### src/rtl/neuron_spike_rate_decoder.sv
// Spike-rate decoder: counts spikes over a fixed window and reports the count and
// first-spike latency through a valid/ready handshake, with a sticky overrun flag.
module neuron_spike_rate_decoder #(
    parameter int WINDOW = 16,
    parameter int CNT_W  = 8
) (
    input  logic             clk,
    input  logic             rst_n,
    input  logic             ena,
    input  logic             spike_in,
    output logic [CNT_W-1:0] rate,
    output logic [CNT_W-1:0] first_lat,
    output logic             rate_valid,
    input  logic             rate_ready,
    output logic             overrun,
    input  logic             clr_ovr
);

    typedef enum logic [0:0] {IDLE = 1'b0, COUNT = 1'b1} state_t;

    localparam logic [CNT_W-1:0] LAST_IDX = CNT_W'(WINDOW - 1);
    localparam logic [CNT_W-1:0] ALL_ONES = {CNT_W{1'b1}};
    localparam logic [CNT_W-1:0] ZERO     = {CNT_W{1'b0}};
    localparam logic [CNT_W-1:0] ONE      = CNT_W'(1);

    function automatic logic [CNT_W-1:0] sat_inc(input logic [CNT_W-1:0] v, input logic inc);
        if (inc && (v != ALL_ONES)) begin
            return v + ONE;
        end else begin
            return v;
        end
    endfunction

    state_t           state_r;
    logic [CNT_W-1:0] win_cnt_r;
    logic [CNT_W-1:0] spike_cnt_r;
    logic [CNT_W-1:0] lat_reg_r;
    logic             seen_spike_r;
    logic [CNT_W-1:0] rate_r;
    logic [CNT_W-1:0] first_lat_r;
    logic             rate_valid_r;
    logic             overrun_r;

    logic [CNT_W-1:0] idx_s;
    logic [CNT_W-1:0] cnt_next_s;
    logic [CNT_W-1:0] lat_next_s;
    logic [CNT_W-1:0] result_lat_s;
    logic             win_end_s;
    logic             accept_s;
    logic             ovr_set_s;

    // Next-sample arithmetic: index, saturated count, latency capture and window end.
    always_comb begin
        idx_s = ZERO;
        case (state_r)
            IDLE:    idx_s = ZERO;
            COUNT:   idx_s = win_cnt_r;
            default: idx_s = ZERO;
        endcase
        cnt_next_s = sat_inc(spike_cnt_r, spike_in);
        if (spike_in && !seen_spike_r) begin
            lat_next_s = idx_s;
        end else begin
            lat_next_s = lat_reg_r;
        end
        // A spike on the final sample must still count as the first spike.
        if (seen_spike_r || spike_in) begin
            result_lat_s = lat_next_s;
        end else begin
            result_lat_s = ALL_ONES;
        end
        win_end_s = ena && (idx_s == LAST_IDX);
        accept_s  = rate_valid_r && rate_ready;
        ovr_set_s = win_end_s && rate_valid_r && !rate_ready;
    end

    // Window state machine, result registers, handshake and overrun flag.
    always_ff @(posedge clk) begin
        if (!rst_n) begin
            state_r      <= IDLE;
            win_cnt_r    <= ZERO;
            spike_cnt_r  <= ZERO;
            lat_reg_r    <= ZERO;
            seen_spike_r <= 1'b0;
            rate_r       <= ZERO;
            first_lat_r  <= ZERO;
            rate_valid_r <= 1'b0;
            overrun_r    <= 1'b0;
        end else begin
            if (ena) begin
                state_r   <= COUNT;
                lat_reg_r <= lat_next_s;
                if (win_end_s) begin
                    win_cnt_r    <= ZERO;
                    spike_cnt_r  <= ZERO;
                    seen_spike_r <= 1'b0;
                    rate_r       <= cnt_next_s;
                    first_lat_r  <= result_lat_s;
                    rate_valid_r <= 1'b1;
                end else begin
                    win_cnt_r    <= idx_s + ONE;
                    spike_cnt_r  <= cnt_next_s;
                    seen_spike_r <= seen_spike_r | spike_in;
                    if (accept_s) begin
                        rate_valid_r <= 1'b0;
                    end else begin
                        rate_valid_r <= rate_valid_r;
                    end
                end
            end else begin
                state_r      <= IDLE;
                win_cnt_r    <= ZERO;
                spike_cnt_r  <= ZERO;
                seen_spike_r <= 1'b0;
                if (accept_s) begin
                    rate_valid_r <= 1'b0;
                end else begin
                    rate_valid_r <= rate_valid_r;
                end
            end
            if (ovr_set_s) begin
                overrun_r <= 1'b1;
            end else if (clr_ovr) begin
                overrun_r <= 1'b0;
            end else begin
                overrun_r <= overrun_r;
            end
        end
    end

    assign rate       = rate_r;
    assign first_lat  = first_lat_r;
    assign rate_valid = rate_valid_r;
    assign overrun    = overrun_r;

endmodule

### config.mk
export PLATFORM = sky130hd
export DESIGN_NAME = neuron_spike_rate_decoder
export DESIGN_NICKNAME = d
export VERILOG_FILES = /design/src/rtl/neuron_spike_rate_decoder.sv
export SDC_FILE = /design/constraint.sdc
export NUM_CORES = 1
export LEC_CHECK = 0
export BUFFER_PORTS_ARGS = -buffer_cell sky130_fd_sc_hd__buf_2
export CAP_MARGIN = 5
export CORE_MARGIN = 10
export CORE_UTILIZATION = 35
export CTS_CLUSTER_SIZE = 30
export DETAILED_ROUTE_END_ITERATION = 8
export SLEW_MARGIN = 15
export SYNTH_ARGS = -nofsm -noshare
export SYNTH_HDL_FRONTEND = slang
export SYNTH_SLANG_ARGS = --single-unit
### constraint.sdc
create_clock -name clk -period 2 [get_ports clk]
set_input_delay 0.2 -clock clk [delete_from_list [all_inputs] [get_ports clk]]
set_output_delay 0.2 -clock clk [all_outputs]
set_load 0.02 [all_outputs]
== Word level (Yosys, flattened, before mapping) ==
Index checks and enable logic that the tools add are counted.

* Flip-flop bits (word level): 44
* Bits of input ports: 6
* Output and inout port bits: 18
* Logic and storage cells: 39

* Add/subtract/negate cells: 2
* Eq/ne operators: 2
* Multiplexer cells: 10
* Bitwise gates (word level): 4
* Reductions and logical operators: 12

{| class="wikitable"
|+ Operator list
! operator !! number
|-
| two-way mux 8 bit || 3
|-
| adder 8 x 1 -> 8 bit, second input constant || 2
|-
| case mux 8 bit (2 select lines) || 1
|-
| equality test 8 x 4 -> 1 bit, second input constant || 1
|-
| != test 8 bit, second input constant || 1
|-
| logical AND 1 bit || 6
|-
| two-way mux 1 bit || 6
|-
| inverter 1 bit || 3
|-
| OR reduction 3 bit || 1
|-
| zero test 1 bit || 2
|-
| AND reduction 2 bit || 1
|-
| nonzero test 2 bit || 1
|-
| logical OR 1 bit || 1
|-
| bitwise OR 1 bit || 1
|}

== Logic depth before layout (Yosys ltp) ==
* Depth after elaboration: 7
* Depth in mapped cells: 10
* Gate-level depth less buffers: 7

== Worst setup path after synthesis ==
Ideal clock, no wire load.

* Kind: reg2reg
* From: register state_r
* To: register first_lat_r[4] (netlist: first_lat[4])
* Setup time: 0.070 ns
* Arrival: 1.767 ns
* Required time: 1.930 ns
* Slack: 0.163 ns
* Stages on the path, launching flop included: 11
* Buffers on the path: 4
* Period minus slack after synthesis: 1.837 ns
* Cell sequence: dfxtp_1 -> clkbuf_1 -> and2_1 -> ha_1 -> and4_1 -> buf_2 -> and3_1 -> buf_6 -> buf_8 -> o221ai_1 -> a21boi_1

* Cells in the longest elaborated chain, start to end: 5
* Elaborated cells on any way between the ends: 7
* Those cells by class: 1 x eq/ne; 3 x mux; 1 x bitwise; 2 x reduce/logical

{| class="wikitable"
|+ Ends and longest elaborated chain
! what !! RTL line !! text
|-
| start: declaration || 34 || <nowiki>state_t state_r;</nowiki>
|-
| start signal: assignment || 80 || <nowiki>state_r <= IDLE;</nowiki>
|-
| start signal: assignment || 91 || <nowiki>state_r <= COUNT;</nowiki>
|-
| start signal: assignment || 111 || <nowiki>state_r <= IDLE;</nowiki>
|-
| inverter 1 bit || 55 || <nowiki>case (state_r)</nowiki>
|-
| case mux 8 bit (2 select lines) * || 55 ||
|-
| equality test 8 x 4 -> 1 bit || 72 || <nowiki>win_end_s = ena && (idx_s == LAST_IDX);</nowiki>
|-
| logical AND 1 bit || 72 ||
|-
| AND reduction 2 bit (no source line) || - ||
|-
| end signal: assignment || 98 || <nowiki>first_lat_r <= result_lat_s;</nowiki>
|-
| end: declaration || 40 || <nowiki>logic [CNT_W-1:0] first_lat_r;</nowiki>
|}

Mark *: on every way between the ends. The rest lies on a longest branch, timed or not.
A chain may end at the register's enable or synchronous reset.

== Worst setup path after layout ==
* From: register state_r
* To: register spike_cnt_r[6]

* Cells in the longest elaborated chain, start to end: 5

{| class="wikitable"
|+ Ends and longest elaborated chain
! what !! RTL line !! text
|-
| inverter 1 bit || 55 ||
|-
| case mux 8 bit (2 select lines) * || 55 ||
|-
| equality test 8 x 4 -> 1 bit * || 72 ||
|-
| logical AND 1 bit * || 72 ||
|-
| OR reduction 3 bit (no source line) * || - ||
|-
| end signal: assignment || 102 || <nowiki>spike_cnt_r <= cnt_next_s;</nowiki>
|-
| end: declaration || 36 || <nowiki>logic [CNT_W-1:0] spike_cnt_r;</nowiki>
|}

Marked as above.

==> reports/qor.txt <==
Mapped Area: 1840 µm²
Async SR Flop Fraction: 0
Starting Density: 0.361
Buf/Inv on CP: 1
Core Region: 5110 µm²
Most frequent cell after synthesis: dfxtp_1
Largest delay share family, worst path: simple AND/OR/NAND/NOR gates
Cells after Synth: 207
Vias in the first global route: 1317
Final setup TNS: 0 ns
Hold endpoint: overrun
GRT Total Usage: 0.0913
Hold buffers post-CTS: 0
Final hold vios: 0
Max cap viols: 0
Worst-path cell chain: nand2_1 -> inv_1 -> ha_1 -> and4_2 -> nand2_1 -> nand2_1 -> nor2_1
CP max stage delay: 0.39 ns
Fraction of layout instances using a drive strength above 1: 0.165
Place WS: 0.157 ns
HP Start: clr_ovr
Leak pwr: 0.000806 µW
Non-Filler Instances: 301
Max-slew violation count: 0
Die height: 92.6 µm
DR pass1 iterations: 4
Routed Antenna Nets: 0
Required time of the critical path: 2.17 ns
Finished Core Util: 0.415
Placed cell count: 293
Slew HR: 0.668
Reg-to-Reg Start: state_r
R2R depth: 7
Max clock buf depth: 2
Status: complete, no violations
Peak VDD IR: 0.279 mV
CP max FO: 15
Num Clock Sinks: 44
Clock Latency Late Sink: 0.29 ns
Reg clk slew, reported paths: 0.08 ns
Gr ovfl total: 0
RSZ-0062 raised after global routing: yes
Max Fclk: 547 MHz
Predominant post-synthesis flop cell: dfxtp_1
DRT iter0 DRCs: 53
Row Count: 26
DRC violations left: 0
Setup bufs post-CTS: 0
Via count: 1476
HP Class: primary input to register
Pwr Density: 756 nW/µm²
Flop-to-flop setup slack: 0.17 ns
Clock root buffer master: clkbuf_8
Most used cell, CP: nand2_1
Largest net degree at the start of global routing: 28
Die area: 8570 µm²
Flops & latches, synth: 44
Initial antenna violation count: 0
Layout Nets: 238
Critical path's slowest cell: nand2_1
Worst setup SP type: register
GP Congestion: 0.818
Arrival @ worst endpoint: 2.00 ns
Synth unique cells: 32
Hold Path Stages: 4
Top cells by area, synth: dfxtp_1 48%, nand2_1 6.9%, a21boi_0 4.5%
DIE WIDTH: 92.6 µm
Number of I/O pins: 24
Routed len/inst: 13.0 µm
Yosys top cell area share: 0.478
Count of final setup violators: 0
H-tree Lvls: 2
Worst setup margin: 0.171 ns
Sequential area share after synthesis: 0.478
Post-synth top area cell: dfxtp_1
Crit Path Category: register to register
Area growth, synth to finish: 14.9%
Worst-Margin Slew: 0.496 ns
Reg2reg end: spike_cnt_r[6]
Tmin final: 1.83 ns
CTS tree: built
Vias/cell: 4.90
Global-route wire length before repair: 6360 µm
Ys Warns: 0
Syn_nets: 215
ANT cells: 0
TritonCTS Buffers: 5
Synth cell count leaders: 44 x dfxtp_1, 34 x nand2_1, 15 x nor2_1
HPWL Detailed: 2870 µm
Final wirelength: 3910 µm
PortBufs: 23
Layout Skew: 0.00311 ns
Number of synthesized flops with an enable pin: 0
CP Capture Type: register
Fin crit share: 0.914
Syn_area_per_cell: 8.90 µm²
how the worst max path moves through the flow:
| stage | cells past startpoint | to | startpoint |
|---|---|---|---|
| 6_report | 7 | spike_cnt_r[6] | state_r |
| 5_1_grt | 8 | rate[3] | state_r |
| 4_1_cts | 8 | first_lat[4] | state_r |
| 3_5_place_dp | 7 | spike_cnt_r[6] | state_r |
| 3_3_place_gp | 7 | win_cnt_r[0] | state_r |
| 2_1_floorplan | 10 | first_lat[4] | state_r |
state kept, by name (all words and copies together), names as in the netlist:
signal	cells
first_lat	8
lat_reg_r	8
rate	8
spike_cnt_r	8
win_cnt_r	8
overrun	1
rate_valid	1
seen_spike_r	1
state_r	1
placed cells by master, fill, tap and decap left out, types with 2 or more instances in the layout:
master,instances
xor2_1,3
nand4_1,3
clkbuf_8,5
dfxtp_1,44
nand3_1,13
inv_1,5
nor2_1,15
xnor2_1,3
a21boi_0,11
nor3b_1,3
nand2_1,34
a21boi_1,5
o221ai_1,8
nor2b_1,5
buf_4,5
a21oi_1,3
o21ai_0,12
mux2i_1,5
and2_1,7
buf_2,23
ha_1,2
and3_1,3
worst register-to-register path: stages (launching register included):
cell and delay [ns]:
dfxtp_1 0.37, nand2_1 0.10, inv_1 0.14, ha_1 0.20
and4_2 0.30, nand2_1 0.08, nand2_1 0.39, nor2_1 0.12
per-stage QoR:
step	total power, µW	hold slack, ns	cell area [µm²]
floorplan	943	0.371	1840
global placement	959	0.435	2010
detailed placement	959	0.442	2010
CTS	1620	0.213	2120
global route	1660	0.224	2120
finish	1600	0.212	2120
kinds of logic after synthesis:
| kind of cell | count (synthesis) | synth area share |
|---|---|---|
| muxes | 5 | 0.0272 |
| xor gates and xnor gates | 6 | 0.0285 |
| buffers and inverters | 17 | 0.0509 |
| AOI/OAI and AO/OA | 43 | 0.159 |
| adders and majority gates | 2 | 0.0136 |
| and+or+nand+nor | 90 | 0.243 |
| DFF | 44 | 0.478 |
repair_timing:
item | 4_1_cts | 5_1_grt
gates resized for setup | 0 | 2
setup endpoints to repair | 0 | 17
hold endpoints to repair | 0 | 0
area by class of cell:
class / instances / area [µm²]
Clock buffer: 6 / 72.6
Clock inverter: 2 / 35.0
Fill cell: 531 / 2990
Inverter: 5 / 18.8
Multi-Input combinational cell: 146 / 870
Sequential cell: 44 / 881
Tap cell: 70 / 87.6
Timing Repair Buffer: 28 / 153
where the power goes:
| part | internal, µW | switching (µW) | leakage (µW) | total (µW) |
|---|---|---|---|---|
| sequential | 880 | 3.47 | 0.000355 | 884 |
| clock | 371 | 292 | 0.0000552 | 663 |
| combinational | 17.3 | 36.8 | 0.000396 | 54.1 |
routing by layer:
layer,routed length (µm),part of all wire,vias to the layer above,track usage
li1,-,-,759,-
met1,1940,0.50,681,0.118
met2,1640,0.42,31,0.130
met3,252,0.065,5,0.0355
met4,70,0.018,0,0.0424
met5,0,0,-,0
No activity file was read; power rests on OpenSTA's default activity.
